## src/rtl/mult_share_arbiter.sv

```systemverilog
// -----------------------------------------------------------------------------
// mult_share_arbiter
//
// Round-robin arbiter and sequencer that time-shares one sequential 8x8
// multiplier among NREQ requesters. The winning requester's operands are
// captured in IDLE, a single load strobe is issued in LOAD, and WAIT holds
// until the multiplier raises its ready flag or a watchdog expires. DONE
// returns the product (or zero with err on an abort) with a one-cycle done
// pulse to the winner, then advances the round-robin pointer past it.
//
// Ports
//   clk       system clock
//   reset     synchronous active-high reset
//   req       per-requester request level, held until the matching done
//   op_a      operand A, requester i on bits [8i+7:8i]
//   op_b      operand B, same packing
//   gnt       one-hot grant, high from LOAD through DONE
//   done      one-cycle result-valid pulse for the granted requester
//   res       product of the last operation, held until the next DONE
//   err       one-cycle pulse alongside done when the watchdog aborted
//   busy      high whenever the sequencer is not idle
//   mult_ld   one-cycle load strobe to the multiplier
//   mult_a    registered operand A to the multiplier
//   mult_b    registered operand B to the multiplier
//   mult_rdy  multiplier result-valid flag
//   mult_res  multiplier product
// -----------------------------------------------------------------------------
module mult_share_arbiter #(
    parameter int unsigned NREQ    = 4,
    parameter int unsigned TIMEOUT = 32
) (
    input  logic                clk,
    input  logic                reset,
    input  logic [NREQ-1:0]     req,
    input  logic [8*NREQ-1:0]   op_a,
    input  logic [8*NREQ-1:0]   op_b,
    output logic [NREQ-1:0]     gnt,
    output logic [NREQ-1:0]     done,
    output logic [15:0]         res,
    output logic                err,
    output logic                busy,
    output logic                mult_ld,
    output logic [7:0]          mult_a,
    output logic [7:0]          mult_b,
    input  logic                mult_rdy,
    input  logic [15:0]         mult_res
);

    localparam int unsigned PTR_W = (NREQ > 1) ? $clog2(NREQ) : 1;
    localparam int unsigned CNT_W = (TIMEOUT > 1) ? $clog2(TIMEOUT) : 1;
    localparam int unsigned SUM_W = PTR_W + 1;

    typedef enum logic [1:0] {
        ST_IDLE = 2'd0,
        ST_LOAD = 2'd1,
        ST_WAIT = 2'd2,
        ST_DONE = 2'd3
    } state_e;

    state_e             state_q, state_d;
    logic [NREQ-1:0]    gnt_q,   gnt_d;
    logic [NREQ-1:0]    done_q,  done_d;
    logic [15:0]        res_q,   res_d;
    logic               err_q,   err_d;
    logic               busy_q,  busy_d;
    logic               ld_q,    ld_d;
    logic [7:0]         a_q,     a_d;
    logic [7:0]         b_q,     b_d;
    logic [PTR_W-1:0]   ptr_q,   ptr_d;
    logic [PTR_W-1:0]   win_q,   win_d;
    logic [CNT_W-1:0]   cnt_q,   cnt_d;

    logic               arb_found_c;
    logic [PTR_W-1:0]   arb_idx_c;
    logic [7:0]         sel_a_c;
    logic [7:0]         sel_b_c;
    logic [NREQ-1:0]    sel_oh_c;

    // Round-robin scan: first set request at or above the pointer, wrapping.
    // The sum is one bit wider so the wrap compare works for any NREQ.
    always_comb begin
        logic [SUM_W-1:0] idx;
        arb_found_c = 1'b0;
        arb_idx_c   = '0;
        idx         = '0;
        for (int unsigned i = 0; i < NREQ; i++) begin
            idx = {1'b0, ptr_q} + SUM_W'(i);
            if (idx >= SUM_W'(NREQ)) begin
                idx = idx - SUM_W'(NREQ);
            end
            if (!arb_found_c && req[idx[PTR_W-1:0]]) begin
                arb_found_c = 1'b1;
                arb_idx_c   = idx[PTR_W-1:0];
            end
        end
    end

    // Operand and one-hot grant selection for the scan winner.
    always_comb begin
        sel_a_c  = '0;
        sel_b_c  = '0;
        sel_oh_c = '0;
        for (int unsigned j = 0; j < NREQ; j++) begin
            if (arb_idx_c == PTR_W'(j)) begin
                sel_a_c     = op_a[8*j +: 8];
                sel_b_c     = op_b[8*j +: 8];
                sel_oh_c[j] = 1'b1;
            end
        end
    end

    // Next-state and registered-output logic.
    always_comb begin
        state_d = state_q;
        gnt_d   = gnt_q;
        done_d  = '0;
        res_d   = res_q;
        err_d   = 1'b0;
        ld_d    = 1'b0;
        a_d     = a_q;
        b_d     = b_q;
        ptr_d   = ptr_q;
        win_d   = win_q;
        cnt_d   = cnt_q;

        unique case (state_q)
            ST_IDLE: begin
                if (arb_found_c) begin
                    win_d   = arb_idx_c;
                    a_d     = sel_a_c;
                    b_d     = sel_b_c;
                    gnt_d   = sel_oh_c;
                    ld_d    = 1'b1;
                    state_d = ST_LOAD;
                end
            end
            ST_LOAD: begin
                // Any ready seen here belongs to the previous operation.
                cnt_d   = '0;
                state_d = ST_WAIT;
            end
            ST_WAIT: begin
                if (mult_rdy) begin
                    res_d   = mult_res;
                    done_d  = gnt_q;
                    state_d = ST_DONE;
                end else if (cnt_q == CNT_W'(TIMEOUT - 1)) begin
                    res_d   = '0;
                    err_d   = 1'b1;
                    done_d  = gnt_q;
                    state_d = ST_DONE;
                end else begin
                    cnt_d = cnt_q + CNT_W'(1);
                end
            end
            ST_DONE: begin
                gnt_d   = '0;
                ptr_d   = (win_q == PTR_W'(NREQ - 1)) ? '0 : win_q + PTR_W'(1);
                state_d = ST_IDLE;
            end
            default: begin
                state_d = ST_IDLE;
            end
        endcase

        busy_d = (state_d != ST_IDLE);
    end

    // State and output registers.
    always_ff @(posedge clk) begin
        if (reset) begin
            state_q <= ST_IDLE;
            gnt_q   <= '0;
            done_q  <= '0;
            res_q   <= '0;
            err_q   <= 1'b0;
            busy_q  <= 1'b0;
            ld_q    <= 1'b0;
            a_q     <= '0;
            b_q     <= '0;
            ptr_q   <= '0;
            win_q   <= '0;
            cnt_q   <= '0;
        end else begin
            state_q <= state_d;
            gnt_q   <= gnt_d;
            done_q  <= done_d;
            res_q   <= res_d;
            err_q   <= err_d;
            busy_q  <= busy_d;
            ld_q    <= ld_d;
            a_q     <= a_d;
            b_q     <= b_d;
            ptr_q   <= ptr_d;
            win_q   <= win_d;
            cnt_q   <= cnt_d;
        end
    end

    assign gnt     = gnt_q;
    assign done    = done_q;
    assign res     = res_q;
    assign err     = err_q;
    assign busy    = busy_q;
    assign mult_ld = ld_q;
    assign mult_a  = a_q;
    assign mult_b  = b_q;

endmodule

```

## config.mk

```make
export PLATFORM = sky130hd
export DESIGN_NAME = mult_share_arbiter
export DESIGN_NICKNAME = d
export VERILOG_FILES = /design/src/rtl/mult_share_arbiter.sv
export SDC_FILE = /design/constraint.sdc
export NUM_CORES = 1
export LEC_CHECK = 0
export BUFFER_PORTS_ARGS = -buffer_cell sky130_fd_sc_hd__clkbuf_2
export CAP_MARGIN = 20
export CORE_MARGIN = 2
export CORE_UTILIZATION = 42
export DETAILED_ROUTE_END_ITERATION = 10
export PLACE_DENSITY = 0.83
export SYNTH_ARGS = -nofsm -noshare
export SYNTH_HDL_FRONTEND = slang
export SYNTH_SLANG_ARGS = --single-unit
```

## constraint.sdc

```tcl
create_clock -name clk -period 2.02 [get_ports clk]
set_input_delay 0.303 -clock clk [delete_from_list [all_inputs] [get_ports clk]]
set_output_delay 0.303 -clock clk [all_outputs]
set_load 0.01 [all_outputs]
```

; ---- After elaboration in Yosys (flattened, before gate mapping)
; Cells that the tools add are included.
[totals]
ff_bits = 54
input_bits = 87
out_inout_bits = 43
[op_classes]
add_sub_neg = 9
n_lt_le_gt_ge = 8
eq_ne = 11
n_mux = 48
bitwise = 2
reduce_logical = 19
[op_table]
columns = cell, n
row1 = 8-bit two-way mux, 8
row2 = 16-bit two-way mux, 2
row3 = 2-bit two-way mux, 12
row4 = 1-bit two-way mux, 14
row5 = "2-bit by 3-bit < comparator with 1-bit output, second input constant", 4
row6 = 4-bit two-way mux, 3
row7 = "2-bit equality test, second input constant", 5
row8 = 5-bit two-way mux, 2
row9 = 5-bit one-hot mux with 2 select lines, 1
row10 = "3-bit greater-or-equal comparator, second input constant", 3
row11 = 1-bit binary-select mux with 2-bit select, 4
row12 = 2-bit one-hot mux with 4 select lines, 1
row13 = 4-bit one-hot mux with 2 select lines, 1
row14 = 2-bit nonzero test, 4
row15 = "2-bit by 1-bit subtractor with 2-bit output, second input constant", 4
row16 = "2-bit by 2-bit adder with 3-bit output, second input constant", 2
row17 = "2-bit != test, second input constant", 3
row18 = 2-bit AND reduction, 3
row19 = "5-bit by 1-bit adder with 5-bit output, second input constant", 1
row20 = "5-bit equality test, second input constant", 1
row21 = "2-bit by 1-bit equality test with 1-bit output, second input constant", 2
row22 = 2-bit zero test, 2
row23 = 2-bit OR reduction, 2
row24 = "2-bit by 1-bit adder with 3-bit output, second input constant", 1
row25 = 7 further kinds, 12

; ---- Depth between registers and ports, before layout
[depth]
depth_word = 19
ltp_mapped = 9

; ---- Worst setup path after synthesis
; No wires, ideal clock.
[synth_path]
path_kind = flip-flop to flip-flop
startpoint = register cnt_q[0]
endpoint = register res_q[10], in the netlist res[10]
setup_ps = 65
arrival_time_ps = 1765
required_ps = 1955
setup_slack_ps = 190
stages_incl_launch_ff = 8
n_path_buf = 1
path_cell_list = dfxtp_1 ha_1 and3_1 ha_1 o21ai_1 clkbuf_1 a22oi_1 nor2_1
[synth_between]
elab_chain_cells = 3
[synth_lines]
columns = element, line_no
row1 = "start, declared", 71  ; logic [CNT_W-1:0] cnt_q, cnt_d;
row2 = "start signal, assigned", 196  ; cnt_q <= cnt_d;
row3 = 5-bit equality test, 147  ; end else if (cnt_q == CNT_W'(TIMEOUT - 1)) begin
row4 = 2-bit nonzero test (no source line), n/a
row5 = 2-bit AND reduction (no source line), n/a
row6 = "end signal, assigned", 188  ; res_q <= res_d;
row7 = "end, declared", 63  ; logic [15:0] res_q, res_d;
; No other way between the ends.
; A chain may end at the register's enable or synchronous reset.

; ---- Worst setup path after layout
[layout_path]
startpoint = register cnt_q[0]
endpoint = register cnt_q[2]
[layout_between]
elab_chain_cells = 4
elab_cells_between_ends = 7
[layout_lines]
columns = element, line_no
row1 = 5-bit by 1-bit adder with 5-bit output, 153  ; cnt_d = cnt_q + CNT_W'(1);
row2 = 5-bit two-way mux, 147
row3 = 5-bit two-way mux, 143  ; if (mult_rdy) begin
row4 = 5-bit one-hot mux with 2 select lines, 126  ; unique case (state_q)
; Parallel ways exist; a longest one is shown, timed or not. The select of a mux whose other input is x is not followed.

==> impl_results.md <==
- WL final: 6.75 mm
- Reg-to-reg slack, setup: 160 ps
- Initial antenna violation count: 0
- DR iter-0 viols: 78
- Post-Syn Area: 2640 sq um
- CTS Buf Count: 5
- Synth cell types: 35
- Final setup vio count: 0
- #FFs+latches synth: 54
- Hold EP: err
- Drt via density: 5.24
- Final GP Congestion: 0.794
- Power per cell area: 1050 nW/um^2
- Final min period: 1860 ps
- Worst setup EP type: flop
- GRT Resource Usage Total: 20.1%
- Vias in the first global route: 2517
- Root buffer cell: clkbuf_8
- Most common cell in the netlist: dfxtp_1
- Share of layout cells above drive strength 1: 37.6%
- Hold_buf cts: 0
- Largest net degree at the start of global routing: 36
- Top_reg_cell synth: dfxtp_1
- Floorplan row count: 28
- Crit Path Max Fanout: 5
- Synth top area share: 41.0%
- Fin util: 58.6%
- Most frequent CP cell: ha_1
- Largest delay share family, worst path: simple AND/OR/NAND/NOR gates
- CP max stage delay: 340 ps
- Detailed Routing Iterations Pass 1: 6
- Number of buffers and inverters on the critical path: 0
- HP Start: mult_rdy
- Syn nets: 382
- Sink Count: 54
- Post-route clock period utilization: 91.9%
- WP data required: 2230 ps
- N_diodes: 0
- Fin Clk Skew: 11.6 ps
- Gates resized, CTS repair: 0
- Remaining Overflow, GRT: 0
- DRC violations left: 0
- Commonest cells post-synth: 54 x dfxtp_1, 33 x nor3b_1, 32 x a211oi_1
- Syn avg cell area: 9.19 sq um
- Core ar.: 5990 sq um
- P_leak: 1.57 nW
- Data arrival, critical path: 2070 ps
- First-pass GRT wire length: 11.5 mm
- Crit path launch type: flop
- Worst-skew pair later-pin latency: 310 ps
- DR vias: 2541
- Worst-margin pin slew: 531 ps
- Post-route ant nets: 0
- Peak supply drop: 0.459 mV
- Final Hold Viols: 0
- Synth top area cells: dfxtp_1 41%, nor3b_1 9.4%, a211oi_1 9.1%
- CTS tree: yes
- Cells after Synth: 287
- Sequential-to-total area share from yosys stat: 41.0%
- Die width: 83.2 um
- Worst reg2reg path endpoint: cnt_q[2]
- Worst hold path stage count: 2
- Fmax: 539 MHz
- RR Startpoint: cnt_q[0]
- Port Buffers: 129
- Die Height: 83.2 um
- Layout Nets: 504
- Outcome: complete, no violations
- Post-place setup slack: 104 ps
- Relative max-transition margin: 64.6%
- CP Class: reg -> reg
- HP Class: in -> reg
- H-tree levels: 2
- Synth area leader: dfxtp_1
- Post-CTS Setup Inserts: 0
- CTS max path bufs: 2
- Final Max Tran Viols: 0
- Setup ws final: 163 ps
- EDFF count, synth: 0
- DIE AREA: 6930 sq um
- Post-DP HPWL: 5.09 mm
- Design Power: 3.70 mW
- Ports: 130
- RSZ-0062 raised after global routing: no
- Crit-path slowest cell: dfxtp_1
- Synth Warn #: 0
- Wire per inst: 13.9 um
- Starting Density: 44.0%
- Max_cap viols: 0
- CP Cell Sequence: ha_1 -> and3_1 -> ha_1 -> nor2_2 -> and2_1 -> a21oi_1 -> a311oi_1
- Hold WS: 237 ps
- Area Overhead vs Synth: 33.3%
- Reg2Reg Depth: 7
- Total negative slack: 0 ps
- Async set or reset register ratio after synthesis: 0%
- Worst-path clk slew: 90 ps
-- kinds of logic (layout without fill, tap and decap cells) --
group / count (synthesis) / count (layout) / synth area share (%)
and+or+nand+nor: 110 / 110 / 23.4
AOI/OAI and AO/OA: 82 / 82 / 25.1
DFF: 54 / 54 / 41.0
buffers and inverters: 29 / 152 / 5.27
adders and majority gates: 8 / 8 / 3.80
muxes: 4 / 4 / 1.52
-- worst max-delay path by stage --
stage | endpoint | start | cells past startpoint | slack, ps
finish | cnt_q[2] | cnt_q[0] | 7 | 160
global route | busy | cnt_q[0] | 8 | 60
CTS | cnt_q[2] | cnt_q[0] | 7 | 100
detailed placement | cnt_q[2] | cnt_q[0] | 7 | 100
global placement | mult_a[6] | req[2] | 7 | 230
floorplan | res[10] | cnt_q[0] | 7 | 190
-- sequential cells by signal, summed over array words and instances (netlist names), 2 cells and up --
name	count
done	4
ptr_q	2
gnt	4
res	16
mult_b	8
mult_a	8
state_q	2
cnt_q	5
win_q	2
-- where the power goes --
| group | total (mW) | switching (mW) | internal (mW) |
|---|---|---|---|
| clock network | 0.876 | 0.348 | 0.528 |
| logic | 1.38 | 0.775 | 0.606 |
| registers | 1.44 | 0.136 | 1.31 |
| total | 3.70 | 1.26 | 2.44 |
-- layout make-up --
type	count	area (sq um)
clock buffer	6	82.6
clock inverter	2	60.1
fill	543	2480
timing repair buffer	139	758
sequential	54	1080
inverter	5	18.8
multi-input combinational	204	1420
tap	75	93.8
-- per-stage QoR --
stage	cell area [sq um]	cells
final	3510	485
after global routing	3510	485
after CTS	3510	485
after detailed placement	3370	477
after global placement	3370	477
after floorplan	2640	287
-- layer usage --
| layer | GRT usage (%) | routed length, um | vias to the layer above |
|---|---|---|---|
| met2 | 35.9 | 3350 | 105 |
| li1 | - | - | 1295 |
| met5 | 0 | 0 | - |
| met4 | 5.37 | 75 | 0 |
| met3 | 6.06 | 552 | 6 |
| met1 | 23.2 | 2770 | 1135 |
-- cells in the final DEF, fill, tap and decap left out, types with 4 or more instances in the layout --
cell type,count
a22oi_1,18
and2_1,6
nand2_1,22
ha_1,8
clkbuf_2,129
o31ai_1,16
a211oi_1,32
dfxtp_1,54
nor2_1,30
inv_1,5
nor3b_1,33
a32o_1,4
nor2b_1,4
mux2i_1,4
clkbuf_8,6
buf_4,7
No activity file was read; power rests on OpenSTA's default activity.
